### config.mk
export PLATFORM = sky130hd
export DESIGN_NAME = tic_tac_toe_move_ctrl
export DESIGN_NICKNAME = d
export VERILOG_FILES = /design/src/rtl/tic_tac_toe_move_ctrl.sv
export SDC_FILE = /design/constraint.sdc
export NUM_CORES = 1
export LEC_CHECK = 0
export CAP_MARGIN = 30
export CORE_MARGIN = 3
export CORE_UTILIZATION = 45
export DETAILED_ROUTE_END_ITERATION = 10
export PLACE_DENSITY = 0.79
export SYNTH_ARGS = -nofsm -noshare
export SYNTH_HDL_FRONTEND = slang
export SYNTH_SLANG_ARGS = --single-unit
### constraint.sdc
create_clock -name clk -period 2.2 [get_ports clk]
set_input_delay 0.44 -clock clk [delete_from_list [all_inputs] [get_ports clk]]
set_output_delay 0.44 -clock clk [all_outputs]
set_load 0.02 [all_outputs]
### src/rtl/tic_tac_toe_move_ctrl.sv
// rtl/tic_tac_toe_move_ctrl.sv - player button / cell-select input stage for the tic-tac-toe core
//
// Purpose:
//   Turns raw, bouncing player pushbuttons and a 4-bit cell select into clean,
//   turn-ordered move strobes for the game core. It reads the core's
//   illegal_move / winner feedback after each move to decide whose turn is
//   next, or to freeze play until reset.
//
// Ports:
//   clk           system clock, all state on rising edge
//   reset         asynchronous active-low reset
//   btn_p1/btn_p2 raw asynchronous player buttons (may bounce)
//   sel_pos[3:0]  cell select, 0..8 valid, sampled when a move is accepted
//   illegal_move  core feedback: last move rejected
//   winner[1:0]   core feedback: nonzero once the game is decided
//   p1/p2         move strobes, held STROBE_CYCLES cycles, never both high
//   p1_pos/p2_pos cell of the last accepted move of each player
//   turn          0 = player 1 to move, 1 = player 2 to move
//   game_over     high once a winner has been seen, until reset
//   bad_sel       one-cycle pulse when the current player presses with sel_pos > 8
module tic_tac_toe_move_ctrl #(
  parameter int DEBOUNCE_CYCLES = 1000,
  parameter int STROBE_CYCLES   = 2,
  parameter int SETTLE_CYCLES   = 2
) (
  input  logic       clk,
  input  logic       reset,
  input  logic       btn_p1,
  input  logic       btn_p2,
  input  logic [3:0] sel_pos,
  input  logic       illegal_move,
  input  logic [1:0] winner,
  output logic       p1,
  output logic       p2,
  output logic [3:0] p1_pos,
  output logic [3:0] p2_pos,
  output logic       turn,
  output logic       game_over,
  output logic       bad_sel
);

  localparam int CW   = $clog2(DEBOUNCE_CYCLES);
  localparam int TMAX = (STROBE_CYCLES > SETTLE_CYCLES) ? STROBE_CYCLES : SETTLE_CYCLES;
  localparam int TW   = $clog2(TMAX + 1);

  localparam logic [CW-1:0] DB_LAST  = CW'(DEBOUNCE_CYCLES - 1);
  localparam logic [TW-1:0] STB_LAST = TW'(STROBE_CYCLES - 1);
  localparam logic [TW-1:0] SET_LAST = TW'(SETTLE_CYCLES - 1);

  typedef enum logic [1:0] {
    WAIT_MOVE,
    ISSUE,
    SETTLE,
    OVER
  } state_t;

  // Button conditioning, index 0 = player 1, index 1 = player 2.
  logic [1:0]         btn_raw;
  logic [1:0]         sync1_q;
  logic [1:0]         sync2_q;
  logic [1:0]         db_q;
  logic [1:0]         db_dly_q;
  logic [1:0]         press_q;
  logic [1:0][CW-1:0] cnt_q;

  assign btn_raw = {btn_p2, btn_p1};

  // Press events are taken from a registered rising edge of the debounced
  // level. That keeps the decision path into the FSM free of the counter
  // compare logic. Releases are ignored. The counters keep running in every
  // FSM state, so a held button yields exactly one event.
  always_ff @(posedge clk or negedge reset) begin
    if (!reset) begin
      sync1_q  <= '0;
      sync2_q  <= '0;
      db_q     <= '0;
      db_dly_q <= '0;
      press_q  <= '0;
      cnt_q    <= '0;
    end else begin
      for (int i = 0; i < 2; i++) begin
        sync1_q[i]  <= btn_raw[i];
        sync2_q[i]  <= sync1_q[i];
        db_dly_q[i] <= db_q[i];
        press_q[i]  <= db_q[i] & ~db_dly_q[i];
        if (sync2_q[i] == db_q[i]) begin
          cnt_q[i] <= '0;
        end else if (cnt_q[i] == DB_LAST) begin
          db_q[i]  <= ~db_q[i];
          cnt_q[i] <= '0;
        end else begin
          cnt_q[i] <= cnt_q[i] + CW'(1);
        end
      end
    end
  end

  // Move sequencing
  state_t        state_q, state_d;
  logic [TW-1:0] tmr_q, tmr_d;
  logic          turn_q, turn_d;
  logic [3:0]    p1_pos_q, p1_pos_d;
  logic [3:0]    p2_pos_q, p2_pos_d;
  logic          press_cur;

  // Only the player whose turn it is can be heard; the other press is dropped.
  assign press_cur = turn_q ? press_q[1] : press_q[0];

  always_ff @(posedge clk or negedge reset) begin
    if (!reset) begin
      state_q  <= WAIT_MOVE;
      tmr_q    <= '0;
      turn_q   <= 1'b0;
      p1_pos_q <= '0;
      p2_pos_q <= '0;
    end else begin
      state_q  <= state_d;
      tmr_q    <= tmr_d;
      turn_q   <= turn_d;
      p1_pos_q <= p1_pos_d;
      p2_pos_q <= p2_pos_d;
    end
  end

  always_comb begin
    state_d   = state_q;
    tmr_d     = tmr_q;
    turn_d    = turn_q;
    p1_pos_d  = p1_pos_q;
    p2_pos_d  = p2_pos_q;
    p1        = 1'b0;
    p2        = 1'b0;
    bad_sel   = 1'b0;
    game_over = 1'b0;
    case (state_q)
      WAIT_MOVE: begin
        if (press_cur) begin
          if (sel_pos > 4'd8) begin
            bad_sel = 1'b1;
          end else begin
            if (turn_q) p2_pos_d = sel_pos;
            else        p1_pos_d = sel_pos;
            tmr_d   = '0;
            state_d = ISSUE;
          end
        end
      end
      ISSUE: begin
        p1 = ~turn_q;
        p2 = turn_q;
        if (tmr_q == STB_LAST) begin
          tmr_d   = '0;
          state_d = SETTLE;
        end else begin
          tmr_d = tmr_q + TW'(1);
        end
      end
      SETTLE: begin
        // Core feedback is only trusted on the last settle cycle; a win
        // outranks an illegal-move report.
        if (tmr_q == SET_LAST) begin
          tmr_d = '0;
          if (winner != 2'b00) begin
            state_d = OVER;
          end else begin
            state_d = WAIT_MOVE;
            if (!illegal_move) turn_d = ~turn_q;
          end
        end else begin
          tmr_d = tmr_q + TW'(1);
        end
      end
      OVER: begin
        game_over = 1'b1;
      end
      default: begin
        state_d = WAIT_MOVE;
      end
    endcase
  end

  assign p1_pos = p1_pos_q;
  assign p2_pos = p2_pos_q;
  assign turn   = turn_q;

endmodule

======== Word level (Yosys, flattened, before mapping) ========
Cells that the tools add are included.
word-level totals
  bits in registers ....................... 43
  word-level logic and storage cells ...... 74
  input port bits ......................... 11
  output and inout bits ................... 13
cells by class
  reduce and logical (&&, ||, !) cells .... 12
  mux-type cells .......................... 21
  bitwise gates (word level) .............. 12
  order comparisons ....................... 1
  add/subtract/negate cells ............... 3
  eq/ne operators ......................... 12
operators by type and width
  kind                                                                   count
  10-bit 2-to-1 mux                                                      4
  10-bit by 1-bit adder with 10-bit output, second input constant        2
  10-bit equality test, second input constant                            2
  2-bit 2-to-1 mux                                                       8
  4-bit AND reduction                                                    3
  1-bit NOT                                                              10
  2-bit inequality test, second input constant                           4
  1-bit 2-to-1 mux                                                       7
  2-bit case mux with 3 select lines                                     1
  5-bit AND reduction                                                    1
  2-bit by 1-bit equality test with 1-bit output, second input constant  2
  2-bit equality test, second input constant                             2
  4-bit greater-than comparator, second input constant                   1
  2-bit case mux with 2 select lines                                     1
  2-bit AND reduction                                                    2
  2-bit nonzero test                                                     2
  3-bit AND reduction                                                    1
  3-bit nonzero test                                                     1
  2-bit by 1-bit adder with 2-bit output, second input constant          1
  1-bit AND                                                              2
  1-bit equality test                                                    2
  2-bit logical NOT                                                      1
  2-bit OR reduction                                                     1

======== Longest topological paths before layout ========
  depth after elaboration ................. 4
  mapped depth ............................ 6
  gate-level depth less buffers ........... 6

======== Worst setup path before layout ========
No wires, ideal clock.
  path kind ............................... reg2out
  start ................................... reg turn_q (netlist: turn)
  end ..................................... out bad_sel
  path slack .............................. 0.655 ns
  data arrival time ....................... 1.105 ns
  path buffers ............................ 0
  stages on the path, launching flop included .. 3
  data required time ...................... 1.760 ns
  cell sequence ........................... dfrtp_1 > mux2i_1 > and3b_2
between the ends
  word-level cells in the longest chain between the ends .. 3
RTL lines
  what                      RTL line  RTL
  start: declaration        101       logic turn_q, turn_d;
  start signal: assignment  119       turn_q <= turn_d;
  1-bit 2-to-1 mux          107       assign press_cur = turn_q ? press_q[1] : press_q[0];
  1-bit 2-to-1 mux          137       if (press_cur) begin
  1-bit 2-to-1 mux          135       case (state_q)
  end: declaration          39        output logic bad_sel
Every way passes these cells.

======== Final worst setup path ========
  start ................................... in sel_pos[0]
  end ..................................... out bad_sel
between the ends
  word-level cells in the longest chain between the ends .. 4
RTL lines
  what                           RTL line  RTL
  start: declaration             30        input logic [3:0] sel_pos,
  4-bit greater-than comparator  138       if (sel_pos > 4'd8) begin
  1-bit 2-to-1 mux               138
  1-bit 2-to-1 mux               137
  1-bit 2-to-1 mux               135
Every way passes these cells.

==> impl_metrics.tcl <==
set metrics [dict create \
    status "complete, no violations" \
    numPortBuffers 23 \
    synthAdderAreaFrac 0.0451 \
    rsz0062_at_grt "false" \
    hpwl_um 2410 \
    final_area_um2 2370 \
    synthDistinctLibCells 34 \
    syn_area_um2 1940 \
    pin_count 24 \
    die_x_um 71.7 \
    synthMuxAreaShare 0.0703 \
    synth_nets 189 \
    grt_antenna_before_repair 0 \
    final_antenna_net_count 0 \
    clock_latency_ps 290 \
    syn_inst 171 \
    vdd_ir_drop_max_mv 0.351 \
    synth_top_family_by_area "simple AND/OR/NAND/NOR gates" \
    die_y_um 71.7 \
    dr_wl_met3_um 172 \
    cts_resized 3 \
    cts_sinks 43 \
    worstPathCellList "clkdlybuf4s50_1 > o31a_1 > and3b_2 > dlygate4sd2_1" \
    finalMaxSlewViolations 0 \
    dpl_cell_area_um2 2290 \
    cp.arrival_ps 1680 \
    crit_path_top_delay_cell "clkdlybuf4s50_1" \
    drive_above_1_share 0.148 \
    cp.required_ps 1760 \
    cap_violations 0 \
    wl_um 3280 \
    tightest_slew_ps 523 \
    fin_skew_ps 4.56 \
    drtIter0Drc 45 \
    switchingPower_uw 584 \
    grt_pass1_vias 1304 \
    coreArea_um2 4090 \
    ys_seq_area_frac 0.554 \
    wl_met2_um 1570 \
    cpLargestDelayFamily "buffers and inverters" \
    grt-ovfl-total 0 \
    h-tree-depth 2 \
    synth_top_area_frac 0.554 \
    synthSimpleGateAreaFrac 0.178 \
    top_layer_used "met4" \
    antennaDiodeCount 0 \
    yosys-top-cells-area "dfrtp_1 55%, mux2_2 5.2%, ha_1 4.5%" \
    min_path_type "input pin to async pin" \
    ctsHoldBuffers 0 \
    path_buf_inv 2 \
    vias 1364 \
    viasPerCell 5.25 \
    crit_path_max_fanout 2 \
    ys_warn_count 0 \
    p_int_uw 1340 \
    synth-async-reset-ratio 1.00 \
    crit_type "input pin to primary output" \
    p_total_uw 1920 \
    root_buffer "clkbuf_8" \
    p_leak_uw 0.00107 \
    grt_max_degree 44 \
    die-area_um2 5140 \
    synth_top_area_cell "dfrtp_1" \
    fp-row-count 23 \
    cp-end-kind "primary output" \
    wl_met1_um 1470 \
    grt_pass1_wl_um 5670 \
    synth_seq_cells 43 \
    r2r_setup_slack_ps 470 \
    routabilityCongestion 0.789 \
    slowest_delay_ps 420 \
    finalNonFillerCells 260 \
    hold_ws_ps 202 \
    drc 0 \
    fin_crit_ps 2120 \
    start_util 0.475 \
    synth_xor_area_frac 0.0632 \
    finalSetupViolCount 0 \
    path_clk_slew_ps 80 \
    synth.avg_cell_area_um2 11.3 \
    synth_edf_count 0 \
    clockPowerShare 0.251 \
    ys.flop_type "dfrtp_1" \
    p_comb_frac 0.281 \
    fin_nets 227 \
    drt_pass1_iterations 4 \
    slew_headroom 0.651 \
    cts_setup_buffers 0 \
    clock.fmax_mhz 472 \
    wl_per_cell_um 12.6 \
    seqPwrFrac 0.469 \
    pwr_density_cell_nw_per_um2 812 \
    dp_cells 252 \
    synthToLayoutAreaGrowth_pct 22.1 \
    setup.worst_path.start_class "input pin" \
    hold_viol 0 \
    numCtsBuffers 5 \
    cts_tree "built" \
    cts_max_path_buffers 2 \
    grt_usage 0.141 \
    synth_compound_area_frac 0.0754 \
    switching_share 0.304 \
    fin_crit_sh 0.963 \
]
-- metrics by stage --
| step | utilization | worst slack [ps] | TNS [ps] |
|---|---|---|---|
| final | 0.580 | 80.9 | 0 |
| after global routing | 0.580 | 30.5 | 0 |
| after CTS | 0.580 | 76.5 | 0 |
| after detailed placement | 0.560 | -135 | -135 |
| after global placement | 0.560 | -123 | -123 |
| after floorplan | - | 655 | 0 |
-- worst reg2reg max path, delay by kind of cell (launching register included) --
family	cells	cell delay [ps]
buf+inv	2	270
mux	1	370
fa+ha+maj	1	180
simple gates	2	350
flops	1	440
-- layer usage --
layer	up-vias	GRT usage
li1	670	-
met1	660	0.178
met2	29	0.224
met3	5	0.0449
met4	0	0.0605
met5	-	0
-- synthesized netlist by cell type, types with 2 or more instances --
cell      instances
nor2b_1           3
xnor2_1           8
dfrtp_1          43
nand3_1          11
a21oi_1           7
nand4_1           4
nor3_1            3
and4bb_2          2
a31oi_1           2
nor2_1           20
nand2_1           6
mux2_2            9
mux2i_1           2
xor2_1            6
and3_1            2
nand3b_1          2
o21bai_1          2
ha_1              7
o22a_1            2
o21ai_0           7
inv_1             7
nor4_1            2
or3_1             3
-- final timing paths --
path / endpoint / cells past startpoint / startpoint
min: p2_pos[0] / 2 / reset
min in group clk: sync2_q[0] / 0 / sync1_q[0]
max in group asynchronous: state_q[0] / 2 / reset
max: bad_sel / 4 / sel_pos[0]
min reg2reg: sync2_q[0] / 0 / sync1_q[0]
max reg2reg: p2_pos[1] / 6 / state_q[1]
-- sequential cells by signal (all words and copies together) (netlist names) --
name	count
p2_pos	4
p1_pos	4
tmr_q	2
sync1_q	2
press_q	2
sync2_q	2
db_q	2
cnt_q	20
state_q	2
turn	1
db_dly_q	2
-- power groups by stage --
stage               sequential (µW)  clock, µW  combinational, µW
floorplan                       932          0                328
finish                          902        482                540
global route                    911        522                598
global placement                912          0                543
CTS                             902        495                547
detailed placement              919          0                558
-- logic make-up (layout without fill, tap and decap cells) --
logic type | Yosys count | count (layout)
AOI/OAI and AO/OA | 24 | 24
and+or+nand+nor | 64 | 64
adders and majority gates | 7 | 7
DFF | 43 | 43
xor gates and xnor gates | 14 | 14
muxes | 12 | 12
buffers and inverters | 7 | 46
-- layout by cell type, fill, tap and decap left out, drive strengths merged --
cell type / synthesis / final
nand4: 4 / 4
nand2b: 1 / 1
mux2i: 2 / 2
nor3: 3 / 3
o22ai: 1 / 1
a31oi: 2 / 2
nand2: 6 / 6
clkinvlp: 0 / 1
o21ai: 8 / 8
or3: 3 / 3
a21oi: 7 / 7
a21boi: 1 / 1
clkbuf: 0 / 6
and4: 1 / 1
clkinv: 0 / 1
xnor2: 8 / 8
inv: 7 / 7
o21bai: 2 / 2
nand3: 11 / 11
and2: 1 / 1
o31a: 1 / 1
nor2b: 3 / 3
o22a: 2 / 2
ha: 7 / 7
and3: 2 / 2
buf: 0 / 9
nor2: 20 / 20
xor2: 6 / 6
nor3b: 1 / 1
mux2: 10 / 10
nand3b: 3 / 3
and4bb: 2 / 2
clkdlybuf4s50: 0 / 19
dlygate4sd2: 0 / 3
and3b: 1 / 1
dfrtp: 43 / 43
nor4: 2 / 2
-- layout make-up --
cell class	instances	area (µm²)
clock inverters	2	12.5
repair buffers	31	282
well taps	50	62.6
flip-flops and latches	43	1080
multi-input cells	121	838
inverters	7	26.3
clock buffers	6	72.6
fillers	361	1720
Power figures use the tool's default switching activity.
